## src/rtl/tmds_pkg.sv

```systemverilog
// Shared TMDS definitions for the DVI receive path (also used by the encoder).
// Contents:
//   CTRL_TOKEN_00..11 : the four 10-bit control-period tokens, bit 0 first on the wire
//   align_state_e     : word-alignment FSM states
package tmds_pkg;

  localparam logic [9:0] CTRL_TOKEN_00 = 10'b1101010100;
  localparam logic [9:0] CTRL_TOKEN_01 = 10'b0010101011;
  localparam logic [9:0] CTRL_TOKEN_10 = 10'b0101010100;
  localparam logic [9:0] CTRL_TOKEN_11 = 10'b1010101011;

  typedef enum logic [1:0] {
    SEARCH,
    SLIP,
    LOCKED
  } align_state_e;

endpackage

```

## src/rtl/tmds_symbol_decode.sv

```systemverilog
// Combinational TMDS symbol decoder.
// Ports:
//   symbol  : 10-bit received symbol
//   data    : decoded video byte (meaningful when is_ctrl=0)
//   ctrl    : decoded control value {c1,c0} (meaningful when is_ctrl=1)
//   is_ctrl : symbol is one of the four control tokens
module tmds_symbol_decode
  import tmds_pkg::*;
(
  input  logic [9:0] symbol,
  output logic [7:0] data,
  output logic [1:0] ctrl,
  output logic       is_ctrl
);

  logic [7:0] q;
  logic [6:0] diff;

  always_comb begin
    is_ctrl = 1'b1;
    ctrl    = 2'b00;
    case (symbol)
      CTRL_TOKEN_00: ctrl = 2'b00;
      CTRL_TOKEN_01: ctrl = 2'b01;
      CTRL_TOKEN_10: ctrl = 2'b10;
      CTRL_TOKEN_11: ctrl = 2'b11;
      default:       is_ctrl = 1'b0;
    endcase
  end

  // Bit 9 flags DC-balance inversion; bit 8 selects XOR (1) or XNOR (0) chaining.
  always_comb begin
    q    = symbol[9] ? ~symbol[7:0] : symbol[7:0];
    diff = q[7:1] ^ q[6:0];
    data = {(symbol[8] ? diff : ~diff), q[0]};
  end

endmodule

```

## src/rtl/tmds_decoder.sv

```systemverilog
// TMDS receive decoder for one channel with word-alignment (bitslip) control.
// Ports:
//   clk_in        : pixel clock
//   rst_n_in      : asynchronous active-low reset
//   tmds_in       : received 10-bit symbol, bit 0 first on the wire
//   data_out      : decoded video byte, valid when ve_out=1
//   control_out   : decoded control value, valid when ctl_valid_out=1
//   ve_out        : 1 = data symbol, 0 = control period
//   ctl_valid_out : symbol matched a control token
//   locked_out    : word alignment achieved
//   bitslip_out   : one-cycle request to shift the deserializer by one bit
// Decode latency is two cycles (input register, output register). The alignment FSM
// looks at the stage-1 symbol so locked_out moves in step with the decode outputs.
module tmds_decoder
  import tmds_pkg::*;
#(
  parameter int unsigned CTL_RUN        = 12,
  parameter int unsigned SEARCH_TIMEOUT = 4096,
  parameter int unsigned SLIP_WAIT      = 16,
  parameter int unsigned LOSS_TIMEOUT   = 8192
) (
  input  logic       clk_in,
  input  logic       rst_n_in,
  input  logic [9:0] tmds_in,
  output logic [7:0] data_out,
  output logic [1:0] control_out,
  output logic       ve_out,
  output logic       ctl_valid_out,
  output logic       locked_out,
  output logic       bitslip_out
);

  localparam int unsigned RunW  = $clog2(CTL_RUN) + 1;
  localparam int unsigned ToW   = $clog2(SEARCH_TIMEOUT) + 1;
  localparam int unsigned SlipW = $clog2(SLIP_WAIT) + 1;
  localparam int unsigned LossW = $clog2(LOSS_TIMEOUT) + 1;

  // Terminal values: an event fires when the counter already holds its last value,
  // so the increments below can never pass the limit (saturating by construction).
  localparam logic [RunW-1:0]  RunLast  = RunW'(CTL_RUN - 1);
  localparam logic [ToW-1:0]   ToLast   = ToW'(SEARCH_TIMEOUT - 1);
  localparam logic [SlipW-1:0] SlipLast = SlipW'(SLIP_WAIT - 1);
  localparam logic [LossW-1:0] LossLast = LossW'(LOSS_TIMEOUT - 1);

  logic [9:0] sym_q;
  logic [7:0] s1_data;
  logic [1:0] s1_ctrl;
  logic       s1_is_ctrl;

  align_state_e     state_q;
  logic [RunW-1:0]  run_q;
  logic [ToW-1:0]   timeout_q;
  logic [SlipW-1:0] slip_q;
  logic [LossW-1:0] loss_q;

  tmds_symbol_decode u_decode (
    .symbol  (sym_q),
    .data    (s1_data),
    .ctrl    (s1_ctrl),
    .is_ctrl (s1_is_ctrl)
  );

  // Decode pipeline; the field not refreshed by a symbol keeps its last value.
  always_ff @(posedge clk_in or negedge rst_n_in) begin
    if (!rst_n_in) begin
      sym_q         <= '0;
      data_out      <= '0;
      control_out   <= '0;
      ve_out        <= 1'b0;
      ctl_valid_out <= 1'b0;
    end else begin
      sym_q <= tmds_in;
      if (s1_is_ctrl) begin
        ve_out        <= 1'b0;
        ctl_valid_out <= 1'b1;
        control_out   <= s1_ctrl;
      end else begin
        ve_out        <= 1'b1;
        ctl_valid_out <= 1'b0;
        data_out      <= s1_data;
      end
    end
  end

  // Word-alignment FSM with registered locked_out / bitslip_out.
  always_ff @(posedge clk_in or negedge rst_n_in) begin
    if (!rst_n_in) begin
      state_q     <= SEARCH;
      run_q       <= '0;
      timeout_q   <= '0;
      slip_q      <= '0;
      loss_q      <= '0;
      locked_out  <= 1'b0;
      bitslip_out <= 1'b0;
    end else begin
      bitslip_out <= 1'b0;
      unique case (state_q)
        SEARCH: begin
          // Lock is tested first so it wins over a coincident timeout.
          if (s1_is_ctrl && (run_q == RunLast)) begin
            state_q    <= LOCKED;
            locked_out <= 1'b1;
            run_q      <= '0;
            timeout_q  <= '0;
            loss_q     <= '0;
          end else if (timeout_q == ToLast) begin
            state_q     <= SLIP;
            bitslip_out <= 1'b1;
            slip_q      <= '0;
          end else begin
            timeout_q <= timeout_q + 1'b1;
            run_q     <= s1_is_ctrl ? run_q + 1'b1 : '0;
          end
        end
        SLIP: begin
          // Symbols are ignored while the deserializer settles after the shift.
          if (slip_q == SlipLast) begin
            state_q   <= SEARCH;
            slip_q    <= '0;
            run_q     <= '0;
            timeout_q <= '0;
          end else begin
            slip_q <= slip_q + 1'b1;
          end
        end
        LOCKED: begin
          if (s1_is_ctrl) begin
            loss_q <= '0;
          end else if (loss_q == LossLast) begin
            state_q    <= SEARCH;
            locked_out <= 1'b0;
            loss_q     <= '0;
            run_q      <= '0;
            timeout_q  <= '0;
          end else begin
            loss_q <= loss_q + 1'b1;
          end
        end
        default: begin
          state_q    <= SEARCH;
          locked_out <= 1'b0;
        end
      endcase
    end
  end

endmodule

```

## config.mk

```make
export PLATFORM = sky130hd
export DESIGN_NAME = tmds_decoder
export DESIGN_NICKNAME = d
export VERILOG_FILES = /design/src/rtl/tmds_pkg.sv /design/src/rtl/tmds_symbol_decode.sv /design/src/rtl/tmds_decoder.sv
export SDC_FILE = /design/constraint.sdc
export NUM_CORES = 1
export LEC_CHECK = 0
export CAP_MARGIN = 25
export CORE_AREA = 10 10 86 88
export DETAILED_ROUTE_END_ITERATION = 8
export DIE_AREA = 0 0 96 98
export PLACE_DENSITY = 0.86
export SYNTH_ARGS = -nofsm -noshare
export SYNTH_HDL_FRONTEND = slang
export SYNTH_HIERARCHICAL = 1
export SYNTH_SLANG_ARGS = --single-unit
```

## constraint.sdc

```tcl
create_clock -name clk_in -period 2.85 [get_ports clk_in]
set_input_delay 0.285 -clock clk_in [delete_from_list [all_inputs] [get_ports clk_in]]
set_output_delay 0.285 -clock clk_in [all_outputs]
set_load 0.02 [all_outputs]
```

==> results.toml <==
[pwr]
power_frac_seq_pct = 50.7
p_leak_nw = 1.65
pwr-share-comb_pct = 7.7
peakVddDrop_mv = 0.263
p_clk_share_pct = 41.6
switching_share_pct = 23.3
p_per_area_mw_per_mm2 = 477
cell_internal_pwr_mw = 1.41
switchingPower_mw = 0.430

[worst_setup_path]
slowest_delay_ns = 0.47
cp.required_ns = 3.09
critPathMaxFanout = 10
arrival_ns = 2.98
slowest_stage = "or3_4"
cp-start-kind = "flop"
end_kind = "flop"
path_cells = "nand2b_1, nor4_4, a41o_1, nand4b_1, or4_4, a211o_1, or3_4, o41ai_2"
crit_type = "flop to flop"

[timing]
hold_violations = 0
clock_skew_ns = 0.00517
fmax_mhz = 364
worst_pin_slew_ns = 0.879
drv_slew = 0
fin_crit_sh_pct = 96.3
whs_ns = 0.103
setup_viol_count_final = 0
layout_setup_ws_ns = 0.105
slew-limit-headroom_pct = 41.1
min_period_ns = 2.74

[place]
placed_area_mm2 = 0.00362
dp_hpwl_mm = 4.98
port_buffers = 25
gp_congestion = 0.864
dp_slack_ns = -0.0241

[floorplan]
die_y_um = 98
coreArea_mm2 = 0.00575
initial_core_util_pct = 56.2
dieArea_mm2 = 0.00941
placementRows = 28
die_w_um = 96
io_pins = 26

[routing]
dr.pass1.iters = 6
via_count = 2681
drtIter0Drc = 246
drc = 0
wire_per_inst_um = 17.5
drt-total-wl_mm = 7.58
vias_per_cell = 6.19
antenna_left = 0

[synthesis]
syn-num-nets = 329
yosysUniqueCellTypes = 50
async_reset_ff_share_pct = 100
synth-edff-count = 0
synth_area_per_cell_um2 = 10.4
ys_ff_latch = 63
netlist_instances = 310
yosysSeqAreaShare_pct = 48.8
yosys_warnings = 6
synth.cell_area_mm2 = 0.00323
synth-main-ff-cell = "dfrtp_1"

[clock_tree]
cts_buffer_depth = 2
path_clk_slew_ns = 0.07
tritoncts = "done"
cts-root-buf = "clkbuf_8"
postCtsHoldBufs = 0
cts-buffers-inserted = 9
cts_num_sinks = 63
insertion_delay_ns = 0.35
htree_levels = 3

[cells_and_area]
syn_to_final_growth_pct = 19.7
nets = 372
antenna_cells = 0
stdcell_area_mm2 = 0.00387
drive_gt1_share_pct = 16.2
fill_cells = 406
register_area_mm2 = 0.00158
multi_input_area_mm2 = 0.00158

[grt]
grt_pass1_wl_mm = 11.9
overflow = 0
antenna_found_initial = 0
grt_util_all_layers_pct = 15.7
grt_pass1_vias = 2499
grt_max_degree = 64

[run]
max_cap_viol_count = 0

[min_path]
holdCritPathClass = "input port to asynchronous set/reset pin"

[status]
status = "finished clean"
==> per-layer routing <==
metal	share of wire (%)	GRT usage (%)
met1	43	19.8
met2	49	24.4
met3	6.0	3.29
met4	2.4	8.17
met5	0	0
==> sequential cells by signal (all words and copies together), names as in the netlist <==
name and count:
ctl_valid_out 1, state_q 2, sym_q 10, run_q 5, control_out 2, ve_out 1
locked_out 1, timeout_q 13, loss_q 14, slip_q 5, data_out 8, bitslip_out 1
==> cells by family after synthesis <==
logic type	share of synthesized area, %
compound gates	20.9
buf+inv	3.10
flops	48.8
fa+ha+maj	2.71
xor+xnor	3.25
mux	3.80
simple gates	17.4
==> critical path, delay by kind of cell, from the launching register on <==
family | cells | cell delay (ns)
compound gates | 3 | 0.84
flops | 1 | 0.39
simple gates | 5 | 1.42
==> cell usage after synthesis (10+ instances only) <==
library cell  count  share of area, %
o31ai_1          13               3.0
dfrtp_1          63                49
inv_1            12               1.4
o21ai_0          16               2.5
nand3_1          20               3.1
nand2_1          18               2.1
nor2_1           18               2.1
a31oi_1          13               2.5
mux2_2           10               3.5
o21ai_1          12               1.9
==> layout by cell type (no fill, tap or decap), types with 5 or more instances in the layout <==
cell type,instances
ha_1,7
buf_4,15
clkbuf_8,10
o31ai_1,13
clkdlybuf4s50_1,24
nand3_1,20
xor2_1,5
nor2b_1,8
xnor2_1,7
a31oi_1,13
o21ai_1,11
dfrtp_1,63
a21oi_1,8
mux2_2,10
nand2b_1,5
o22ai_1,8
inv_1,12
o41ai_2,6
o21ai_0,16
nand2_1,18
nor2_1,18
==> timing repair <==
| item | CTS | global route |
|---|---|---|
| setup buffers | 0 | 3 |
| setup endpoints to repair | 1 | 14 |
| endpoints found under the hold margin | 0 | 0 |
| pin swaps | 0 | 1 |
| resized for setup | 1 | 7 |
==> power by group through the flow <==
stage,clock [mW],sequential (mW),combinational (mW)
4_1_cts,0.777,0.935,0.144
6_report,0.767,0.935,0.143
5_1_grt,0.818,0.937,0.153
3_5_place_dp,0,0.952,0.143
2_1_floorplan,0,0.972,0.0419
3_3_place_gp,0,0.950,0.139
==> path summary, 6_finish.rpt <==
kind	from	to	slack [ns]	cells after the start
setup / recovery	sym_q[6]	timeout_q[7]	0.11	8
hold / removal	rst_n_in	data_out[6]	0.10	2
setup reg to reg	sym_q[6]	timeout_q[7]	0.11	8
hold reg to reg	timeout_q[12]	timeout_q[12]	0.50	1
max in group asynchronous	rst_n_in	loss_q[11]	2.24	2
min in group clk_in	tmds_in[8]	sym_q[8]	0.38	1
==> per-stage QoR <==
step	setup TNS [ns]	util [%]	instances	total power, mW
finish	0	67.3	433	1.85
global route	-0.0197	67.3	433	1.91
CTS	0	66.4	430	1.86
detailed placement	-0.0241	63.0	414	1.10
global placement	0	63.0	414	1.09
floorplan	0	-	310	1.01
==> layout make-up <==
cell class	instances	share of cell area, %
clock buffer	12	3.75
tap	75	2.43
multi-input combinational	225	40.9
timing repair buffer	42	9.84
sequential	63	40.8
clock inverter	4	1.17
inverter	12	1.17
Note: power is estimated with default switching activity, not from simulation.
